[config.mk]
export PLATFORM = sky130hd
export DESIGN_NAME = pad_bus_ctrl
export DESIGN_NICKNAME = d
export VERILOG_FILES = /design/src/rtl/pad_bus_pkg.sv /design/src/rtl/pad_sync.sv /design/src/rtl/pad_bus_ctrl.sv
export SDC_FILE = /design/constraint.sdc
export NUM_CORES = 1
export LEC_CHECK = 0
export ABC_AREA = 1
export CAP_MARGIN = 20
export CORE_MARGIN = 1.5
export CORE_UTILIZATION = 40
export CTS_BUF_LIST = sky130_fd_sc_hd__clkbuf_16
export CTS_CLUSTER_DIAMETER = 120
export DETAILED_ROUTE_END_ITERATION = 10
export PLACE_DENSITY_LB_ADDON = 0.1
export SYNTH_ARGS = -nofsm -noshare
export SYNTH_HDL_FRONTEND = slang
export SYNTH_SLANG_ARGS = --single-unit
[constraint.sdc]
create_clock -name CK -period 1.4 [get_ports CK]
set_input_delay 0.28 -clock CK [delete_from_list [all_inputs] [get_ports CK]]
set_output_delay 0.28 -clock CK [all_outputs]
set_load 0.1 [all_outputs]
[src/rtl/pad_bus_pkg.sv]
// Shared types and limits for the pad bus sequencer.
// State encoding plus minimum hold/turnaround constants.
package pad_bus_pkg;

  typedef enum logic [1:0] {
    IDLE,
    DRIVE,
    TURN,
    WAIT
  } state_t;

  localparam int HOLD_MIN = 3;
  localparam int TURN_MIN = 1;

endpackage

[src/rtl/pad_sync.sv]
// WIDTH-bit two-flop synchroniser for the pad C inputs.
// Ports: CK, RN (async low), i_d async data, o_q synchronised data.
module pad_sync #(
  parameter int WIDTH = 4
) (
  input  logic             CK,
  input  logic             RN,
  input  logic [WIDTH-1:0] i_d,
  output logic [WIDTH-1:0] o_q
);

  logic [WIDTH-1:0] r_q1;
  logic [WIDTH-1:0] r_q2;

  always_ff @(posedge CK or negedge RN) begin
    if (!RN) begin
      r_q1 <= '0;
      r_q2 <= '0;
    end else begin
      r_q1 <= i_d;
      r_q2 <= r_q1;
    end
  end

  assign o_q = r_q2;

endmodule

[src/rtl/pad_bus_ctrl.sv]
// Request/response sequencer driving a bank of PADBID cells with
// drive, turnaround and synchronised readback.
// Ports: CK/RN clock and async low reset; req_* request side;
// rsp_* one-cycle response; pad_i/pad_oen/pad_c pad cell side.
module pad_bus_ctrl
  import pad_bus_pkg::*;
#(
  parameter int WIDTH    = 4,
  parameter int HOLD_CYC = 4,
  parameter int TURN_CYC = 2
) (
  input  logic             CK,
  input  logic             RN,
  input  logic             req_valid,
  output logic             req_ready,
  input  logic             req_write,
  input  logic [WIDTH-1:0] req_wdata,
  output logic             rsp_valid,
  output logic [WIDTH-1:0] rsp_rdata,
  output logic             rsp_err,
  output logic [WIDTH-1:0] pad_i,
  output logic [WIDTH-1:0] pad_oen,
  input  logic [WIDTH-1:0] pad_c
);

  localparam int RD_CYC  = TURN_CYC + 2;
  localparam int CNT_MAX =
    (HOLD_CYC > RD_CYC) ? HOLD_CYC : RD_CYC;
  localparam int CW = $clog2(CNT_MAX + 1);

  localparam logic [CW-1:0] CNT_ONE  = CW'(1);
  localparam logic [CW-1:0] CNT_HOLD = CW'(HOLD_CYC);
  localparam logic [CW-1:0] CNT_TURN = CW'(TURN_CYC);
  localparam logic [CW-1:0] CNT_RD   = CW'(RD_CYC);

  if (HOLD_CYC < HOLD_MIN || TURN_CYC < TURN_MIN) begin : g_bad
    $error("pad_bus_ctrl: HOLD_CYC/TURN_CYC below minimum");
  end

  state_t           r_state;
  logic [CW-1:0]    r_cnt;
  logic             r_rsp_valid;
  logic [WIDTH-1:0] r_rdata;
  logic             r_err;
  logic [WIDTH-1:0] r_pad_i;
  logic [WIDTH-1:0] r_oen;
  logic [WIDTH-1:0] w_pad_c_s;

  pad_sync #(
    .WIDTH(WIDTH)
  ) u_sync (
    .CK  (CK),
    .RN  (RN),
    .i_d (pad_c),
    .o_q (w_pad_c_s)
  );

  // r_oen sits in the async reset branch so pads release
  // the instant RN falls, even mid-drive.
  always_ff @(posedge CK or negedge RN) begin
    if (!RN) begin
      r_state     <= IDLE;
      r_cnt       <= '0;
      r_rsp_valid <= 1'b0;
      r_rdata     <= '0;
      r_err       <= 1'b0;
      r_pad_i     <= '0;
      r_oen       <= '1;
    end else begin
      r_rsp_valid <= 1'b0;
      unique case (r_state)
        IDLE: begin
          if (req_valid && req_write) begin
            r_pad_i <= req_wdata;
            r_oen   <= '0;
            r_cnt   <= CNT_HOLD;
            r_state <= DRIVE;
          end else if (req_valid) begin
            r_cnt   <= CNT_RD;
            r_state <= WAIT;
          end
        end
        DRIVE: begin
          if (r_cnt == CNT_ONE) begin
            r_rdata <= w_pad_c_s;
            r_err   <= (w_pad_c_s != r_pad_i);
            r_oen   <= '1;
            r_cnt   <= CNT_TURN;
            r_state <= TURN;
          end else begin
            r_cnt <= r_cnt - CNT_ONE;
          end
        end
        TURN: begin
          if (r_cnt == CNT_ONE) begin
            r_rsp_valid <= 1'b1;
            r_cnt       <= '0;
            r_state     <= IDLE;
          end else begin
            r_cnt <= r_cnt - CNT_ONE;
          end
        end
        WAIT: begin
          if (r_cnt == CNT_ONE) begin
            r_rdata     <= w_pad_c_s;
            r_err       <= 1'b0;
            r_rsp_valid <= 1'b1;
            r_cnt       <= '0;
            r_state     <= IDLE;
          end else begin
            r_cnt <= r_cnt - CNT_ONE;
          end
        end
        default: r_state <= IDLE;
      endcase
    end
  end

  assign req_ready = (r_state == IDLE);
  assign rsp_valid = r_rsp_valid;
  assign rsp_rdata = r_rdata;
  assign rsp_err   = r_err;
  assign pad_i     = r_pad_i;
  assign pad_oen   = r_oen;

endmodule

==> results.cfg, run 1 <==
[route]
first_pass_iters = 4
route.detailed.drc = 0
antenna_left = 0
finalWirelength_um = 1740
vias = 735
viasPerCell = 4.65
drtIter0Drc = 9
wl_per_cell_um = 11.0

[global_route]
met2_usage = 0.254
use_met3 = 0.0343
grt-ovfl-total = 0
grt_start_max_net_pins = 25
grt_util_all_layers = 0.156
antenna_found_initial = 0
grt_pass1_vias = 726
grt_busiest_layer = met2
grt_pass1_wl_um = 3150
grt_use_met1 = 0.197

[setup_path]
cp.required_ns = 1.12
critPathCaptureType = output port
cpMaxStageDelayCell = dfstp_4
critPathMaxStageDelay_ns = 0.68
startpoint = pad_oen[2]$_DFFE_PN1P_
regToRegSetupSlack_ns = 0.20
setup.worst_path.class = reg2out
cp_top_family = flip-flops
crit_end = pad_oen[0]
critPathLaunchType = flop
regToRegStartpoint = r_cnt[0]$_DFFE_PN0P_
arrival_ns = 1.12
ff2ff_path_depth = 5
r2r_end = r_cnt[1]$_DFFE_PN0P_
cp.buffers_inverters = 1
path_max_fanout = 5
path_cells = buf_12
cp_num_cells = 1

[synth]
synth_top_family_by_area = simple AND/OR/NAND/NOR gates
yosysSeqAreaShare = 0.611
synthCells = 101
synthXorXnorAreaFrac = 0.00889
yosys.area_share.adder = 0.0254
synthMuxAreaShare = 0
synth_compound_area_frac = 0.0750
ys_warn_count = 0
netlist_area_um2 = 985
synth_cell_type_count = 20
syn-mean-instance-area_um2 = 9.75
synth-simple-area-share = 0.187
synth-seq-cells = 24
syn_nets = 115

[die]
die_height_um = 52.6
die_w_um = 52.6
num_rows = 17
initial_core_util = 0.433
io_pins = 27
coreArea_um2 = 2280
die_area_um2 = 2770

[timing]
clock.fmax_mhz = 712
relSlewSlack = 0.861
drv_slew = 0
worst_slack_ns = -0.00370
skew_ns = 0.00197
setup_viol = 4
worst_pin_slew_ns = 0.208
period_needed_ns = 1.40
rsz0062_at_grt = yes
fin_crit_sh = 1.00
hold_violations = 0
finalSetupTns_ns = -0.0134

[final_layout]
fin_nets = 145
fillers = 159
syn2layout_area_growth_pct = 57.6
diodes = 0
mostFrequentLayoutCell = nand2_1
drive_above_1_share = 0.262
final_cell_mix = nand2_1 (29), dfrtp_1 (19), buf_12 (16)

[clock_network]
cts_buffer_depth = 2
clk_latency_ns = 0.25
htree_num_levels = 1
cts_tree = done
cts_root_buf = clkbuf_16
cts.sinks = 24
clk_pin_slew_worst_paths_ns = 0.06
numCtsBuffers = 3
hold_buffers = 0
cts_resized = 0

[placement]
dpl.hpwl_um = 1240
port_buffers = 26
gp_congestion = 0.761

[hold_path]
min_path_type = reg2reg

[run_status]
status = finished, violations left
violations = negative setup slack

[job]
drv_cap = 0
registers in the layout, indices dropped and copies added (netlist names):
register,count
u_sync.o_q,4
pad_oen,1
rsp_valid,1
r_cnt,3
rsp_rdata,4
rsp_err,1
u_sync.r_q1,4
r_state,2
pad_i,4
cell families after synthesis:
family                   count (synthesis)
adder cells (fa/ha/maj)                  2
XOR/XNOR                                 1
buffers and inverters                   20
AND/OR/NAND/NOR                         41
AO/OA/AOI/OAI                           13
flip-flops                              24
what timing repair did:
item / in CTS / in global routing
setup endpoints to repair: 5 / 4
cloned: 0 / 0
setup buffers: 1 / 0
pin swaps: 1 / 0
worst min path at each step:
| stage | from | end | slack [ns] | depth (start not counted) |
|---|---|---|---|---|
| 6_report | u_sync.r_q1[3]$_DFF_PN0_ | u_sync.o_q[3]$_DFF_PN0_ | 0.35 | 0 |
| 5_1_grt | u_sync.r_q1[3]$_DFF_PN0_ | u_sync.o_q[3]$_DFF_PN0_ | 0.36 | 0 |
| 4_1_cts | u_sync.r_q1[3]$_DFF_PN0_ | u_sync.o_q[3]$_DFF_PN0_ | 0.35 | 0 |
| 3_5_place_dp | u_sync.r_q1[3]$_DFF_PN0_ | u_sync.o_q[3]$_DFF_PN0_ | 0.34 | 0 |
| 3_3_place_gp | u_sync.r_q1[0]$_DFF_PN0_ | u_sync.o_q[0]$_DFF_PN0_ | 0.33 | 0 |
| 2_1_floorplan | RN | pad_i[0]$_DFFE_PN0P_ | -0.02 | 0 |
cell usage after synthesis:
cell type  count  area share
dfrtp_1       23        0.58
nand3_1        3       0.015
o22ai_1        1      0.0064
ha_1           2       0.025
inv_2          1      0.0038
xor2_1         1      0.0089
nor2_1         4       0.015
o21ai_0        4       0.020
nor2_4         1       0.011
clkinv_4       1      0.0089
nand2_1       30        0.11
inv_1         15       0.057
o221ai_1       1      0.0089
dfstp_2        1       0.027
nand3_4        1       0.018
buf_4          3       0.023
o21ai_1        4       0.020
a21oi_1        2       0.010
nand2_2        2       0.013
o21ai_2        1      0.0089
metal layers:
metal | wire length [um] | vias to the layer above
met2 | 864 | 23
met3 | 83 | 2
li1 | - | 367
met4 | 9 | 0
met5 | 0 | -
met1 | 786 | 343
metrics by stage:
stage / utilization / cells / setup WS, ns / area, um^2 / hold WS [ns]
after floorplan: - / 101 / -0.0219 / 1000 / -0.0156
after global placement: 0.632 / 153 / 0.156 / 1440 / 0.332
after detailed placement: 0.632 / 153 / 0.140 / 1440 / 0.336
after CTS: 0.682 / 158 / -0.0120 / 1550 / 0.350
after global routing: 0.682 / 158 / -0.0323 / 1550 / 0.355
final: 0.682 / 158 / -0.00370 / 1550 / 0.348
final cells by class:
class	instances	area [um^2]	share of cell area
clock buffers	3	75.1	0.0484
inverters	17	68.8	0.0444
repair buffers	28	438	0.282
multi-input cells	57	294	0.190
flip-flops and latches	24	611	0.394
clock inverters	1	30.0	0.0194
well taps	28	35.0	0.0226
Power of run 1 is left out: the tool's default activity adds up to more than one toggle a clock period on the data nets, which glitch-free logic cannot reach.
==> inputs of run 2 (changes only) <==
- RECOVER_POWER: default -> 50
==> run 2 against run 1 <==
Effect of this change: the flow still finishes with violations (negative setup slack); via count unchanged; cell count did not move; die area unchanged; first-iteration DRC count did not move; sequential cell count unchanged; core utilization decreased by 0.66 points; global-route usage stayed put; fmax about the same; critical path depth did not move; clock skew hardly changed; setup slack is essentially flat; worst hold slack is essentially flat.
==> results.cfg, run 2 (synthesis results as in run 1) <==
[die]
io_pins = 27
die_w_um = 52.6
num_rows = 17
coreArea_um2 = 2280
die_area_um2 = 2770
initial_core_util = 0.433
die_height_um = 52.6

[final_layout]
drive_above_1_share = 0.262
fin_nets = 145
final_cell_mix = nand2_1 (29), dfrtp_1 (19), inv_1 (15), buf_12 (15), clkdlybuf4s50_1 (6)
mostFrequentLayoutCell = nand2_1
diodes = 0
syn2layout_area_growth_pct = 56.0
design_area_um2 = 1540

[setup_path]
cp_top_family = flip-flops
path_max_fanout = 5
critPathCaptureType = output port
arrival_ns = 1.12
critPathLaunchType = flop
cpMaxStageDelayCell = dfstp_4
cp.buffers_inverters = 1
path_cells = buf_12
critPathMaxStageDelay_ns = 0.68
cp.required_ns = 1.12
setup.worst_path.class = reg2out

[timing]
worst_pin_slew_ns = 0.546
skew_ns = 0.00196
period_needed_ns = 1.40
whs_ns = 0.348
rsz0062_at_grt = yes
finalSetupTns_ns = -0.0134
hold_violations = 0
relSlewSlack = 0.636
worst_slack_ns = -0.00369
setup_viol = 4
clock.fmax_mhz = 712
fin_crit_sh = 1.00
drv_slew = 0

[route]
route.met3.wl_um = 82
wl_met1_um = 787
vias = 735
wl_per_cell_um = 11.0
wl_met2_um = 865
route.detailed.drc = 0
antenna_left = 0
dr.max_layer_used = met4
finalWirelength_um = 1740
viasPerCell = 4.65
first_pass_iters = 4
drtIter0Drc = 9

[clock_network]
clk_latency_ns = 0.25
cts_buffer_depth = 2
cts_resized = 0
cts.sinks = 24
cts_tree = done
hold_buffers = 0
htree_num_levels = 1
cts_root_buf = clkbuf_16
clk_pin_slew_worst_paths_ns = 0.06
numCtsBuffers = 3

[global_route]
grt_start_max_net_pins = 25
grt_pass1_wl_um = 3150
grt-ovfl-total = 0
antenna_found_initial = 0
grt_pass1_vias = 726
grt_util_all_layers = 0.156

[placement]
gp_congestion = 0.761
dpl.hpwl_um = 1240
place_area_um2 = 1440
port_buffers = 26

[hold_path]
min_path_type = reg2reg

[run_status]
status = finished, violations left
violations = negative setup slack

[job]
drv_cap = 0
==> run 2: area by class of cell <==
type,count,area (um^2)
fill,161,739
sequential,24,611
timing repair buffer,28,423
multi-input combinational,57,294
clock buffer,3,75.1
inverter,17,68.8
tap,28,35.0
clock inverter,1,30.0
==> run 2: routing by layer <==
metal  GRT usage  vias up
li1            -      367
met1       0.197      343
met2       0.254       23
met3      0.0343        2
met4      0.0726        0
met5           0        -
==> run 2: what timing repair did <==
action / CTS / global route
setup endpoints to repair: 5 / 4
pin swaps: 1 / 0
setup buffers: 1 / 0
==> run 2: through the flow <==
step / utilization / cells / worst slack (ns)
final: 0.675 / 158 / -0.00369
after global routing: 0.675 / 158 / -0.0323
after CTS: 0.682 / 158 / -0.0120
after detailed placement: 0.632 / 153 / 0.140
after global placement: 0.632 / 153 / 0.156
after floorplan: - / 101 / -0.0219
==> run 2: worst paths after layout <==
path | depth (start not counted) | slack [ns] | to | start
max | 1 | -0.004 | pad_oen[0] | pad_oen[2]$_DFFE_PN1P_
min | 0 | 0.35 | u_sync.o_q[3]$_DFF_PN0_ | u_sync.r_q1[3]$_DFF_PN0_
max reg2reg | 5 | 0.20 | r_cnt[1]$_DFFE_PN0P_ | r_cnt[0]$_DFFE_PN0P_
min reg2reg | 0 | 0.35 | u_sync.o_q[3]$_DFF_PN0_ | u_sync.r_q1[3]$_DFF_PN0_
max in group asynchronous | 2 | 0.46 | pad_i[0]$_DFFE_PN0P_ | RN
min in group asynchronous | 2 | 0.55 | rsp_err$_DFFE_PN0P_ | RN
==> run 2: worst register-to-register path, cell delays in order (launching register included) <==
cell      delay [ns]
dfrtp_1         0.41
ha_1            0.21
nand2_2         0.10
inv_2           0.06
nand3_1         0.13
o221ai_1        0.15
Power of run 2 is left out for the same reason.
==> inputs of run 3 (changes only) <==
- ABC_AREA: 1 -> default
- HOLD_SLACK_MARGIN: default -> 0.05
==> run 3 against run 2 <==
Effect of this change: the flow still finishes with violations (negative setup slack); core utilization is 2.5 points higher; sequential share of layout area is 0.91 points lower; highest routed layer unchanged; cell count is 16% lower.
==> results.cfg, run 3 <==
[die]
initial_core_util = 0.435
coreArea_um2 = 2250
die_height_um = 52.5
die_area_um2 = 2760
io_pins = 27
num_rows = 17
die_w_um = 52.5

[clock_network]
cts_tree = done
clk_pin_slew_worst_paths_ns = 0.06
cts_root_buf = clkbuf_16
numCtsBuffers = 3
htree_num_levels = 1
cts.sinks = 24
cts_buffer_depth = 2
clk_latency_ns = 0.25

[final_layout]
fillers = 161
design_area_um2 = 1580
fin_nets = 119
final_cells = 132
drive_above_1_share = 0.471
final_cell_mix = dfrtp_1 (17), buf_12 (15), buf_4 (8)
mostFrequentLayoutCell = dfrtp_1
syn2layout_area_growth_pct = 61.2
diodes = 0

[synth]
synthArstFlopShare = 1.00
yosysMostFrequentCell = dfrtp_1
synth_edf_count = 0
synth_cell_type_count = 28
netlist_area_um2 = 980
synthTopCellsByArea = dfrtp_1 (59%), mux2_4 (6.1%), mux2_2 (4.6%)
ys_warn_count = 0
yosysSeqAreaShare = 0.614
yosysTopAreaCell = dfrtp_1
synthCells = 69
syn-mean-instance-area_um2 = 14.2
syn_nets = 83
synth-main-ff-cell = dfrtp_1
yosys-top-cells-count = dfrtp_1 (23), inv_1 (4), mux2_2 (4), mux2_4 (4), xor2_1 (4)
yosysTopAreaCellShare = 0.587
synth-seq-cells = 24

[setup_path]
critPathMaxStageDelay_ns = 0.69
ff2ff_path_depth = 6
cp.buffers_inverters = 1
critPathCaptureType = output port
path_max_fanout = 5
regToRegStartpoint = r_cnt[1]$_DFFE_PN0P_
cpMaxStageDelayCell = dfstp_4
regToRegSetupSlack_ns = 0.10
cp_top_family = flip-flops
cp.required_ns = 1.12
arrival_ns = 1.13
path_cells = buf_12
r2r_end = r_state[1]$_DFFE_PN0P_
critPathLaunchType = flop
setup.worst_path.class = reg2out

[route]
viasPerCell = 4.91
finalWirelength_um = 1970
wl_per_cell_um = 14.9
first_pass_iters = 4
route.detailed.drc = 0
vias = 648
drtIter0Drc = 7
antenna_left = 0

[timing]
rsz0062_at_grt = yes
relSlewSlack = 0.616
fin_crit_sh = 1.00
drv_slew = 0
setup_viol = 4
worst_slack_ns = -0.00650
hold_violations = 0
period_needed_ns = 1.41
worst_pin_slew_ns = 0.576
clock.fmax_mhz = 711
skew_ns = 0.00340

[placement]
dp.cells = 125
place_area_um2 = 1450
gp_congestion = 0.719
dpl.hpwl_um = 1380
port_buffers = 26

[global_route]
grt_pass1_vias = 715
antenna_found_initial = 0
grt_util_all_layers = 0.167
grt_pass1_wl_um = 3230
grt-ovfl-total = 0
grt_start_max_net_pins = 25

[hold_path]
hold_start = u_sync.r_q1[1]$_DFF_PN0_
min_path_type = reg2reg
holdPathEnd = u_sync.o_q[1]$_DFF_PN0_
min_path_cells = 0

[run_status]
status = finished, violations left
violations = negative setup slack

[job]
drv_cap = 0
-- run 3: cell families after synthesis --
kind of cell	Yosys count	share of synthesized area
DFF	24	0.614
and+or+nand+nor	11	0.0766
adders and majority gates	2	0.0255
buffers and inverters	9	0.0549
AOI/OAI and AO/OA	10	0.0754
muxes	9	0.117
xor gates and xnor gates	4	0.0358
-- run 3: timing repair --
item,CTS,global route
hold buffers,0,0
gates resized for setup,3,2
cloned,0,0
endpoints found under the setup margin,5,7
buffers inserted,2,1
-- run 3: cell type report --
cell class | count | area (um^2) | area share
Tap cell | 28 | 35.0 | 0.0222
Timing Repair Buffer | 36 | 487 | 0.308
Clock buffer | 3 | 75.1 | 0.0475
Inverter | 4 | 15.0 | 0.00951
Clock inverter | 1 | 30.0 | 0.0190
Sequential cell | 24 | 613 | 0.388
Multi-Input combinational cell | 36 | 324 | 0.205
-- run 3: worst max-delay path by stage --
stage	from	endpoint	slack, ns	depth (start not counted)
2_1_floorplan	r_state[0]$_DFFE_PN0P_	pad_i[0]$_DFFE_PN0P_	-0.41	5
3_3_place_gp	req_write	pad_i[3]$_DFFE_PN0P_	-0.05	3
3_5_place_dp	req_write	pad_i[0]$_DFFE_PN0P_	-0.06	3
4_1_cts	pad_oen[2]$_DFFE_PN1P_	pad_oen[1]	-0.02	1
5_1_grt	pad_oen[2]$_DFFE_PN1P_	pad_oen[1]	-0.03	1
6_report	pad_oen[2]$_DFFE_PN1P_	pad_oen[1]	-0.006	1
-- run 3: through the flow --
step	utilization	TNS, ns	hold slack (ns)	worst slack [ns]
floorplan	-	-1.84	-0.0156	-0.415
global placement	0.642	-0.180	0.332	-0.0451
detailed placement	0.642	-0.228	0.340	-0.0607
CTS	0.698	-0.0632	0.353	-0.0169
global route	0.700	-0.118	0.363	-0.0307
finish	0.700	-0.0225	0.348	-0.00650
-- run 3: per-layer routing --
layer	vias to the layer above	track usage	routed length (um)
met2	21	0.273	986
met5	-	0	0
met4	0	0.0641	14
li1	306	-	-
met3	2	0.0286	93
met1	319	0.221	870
Power of run 3 is left out for the same reason.
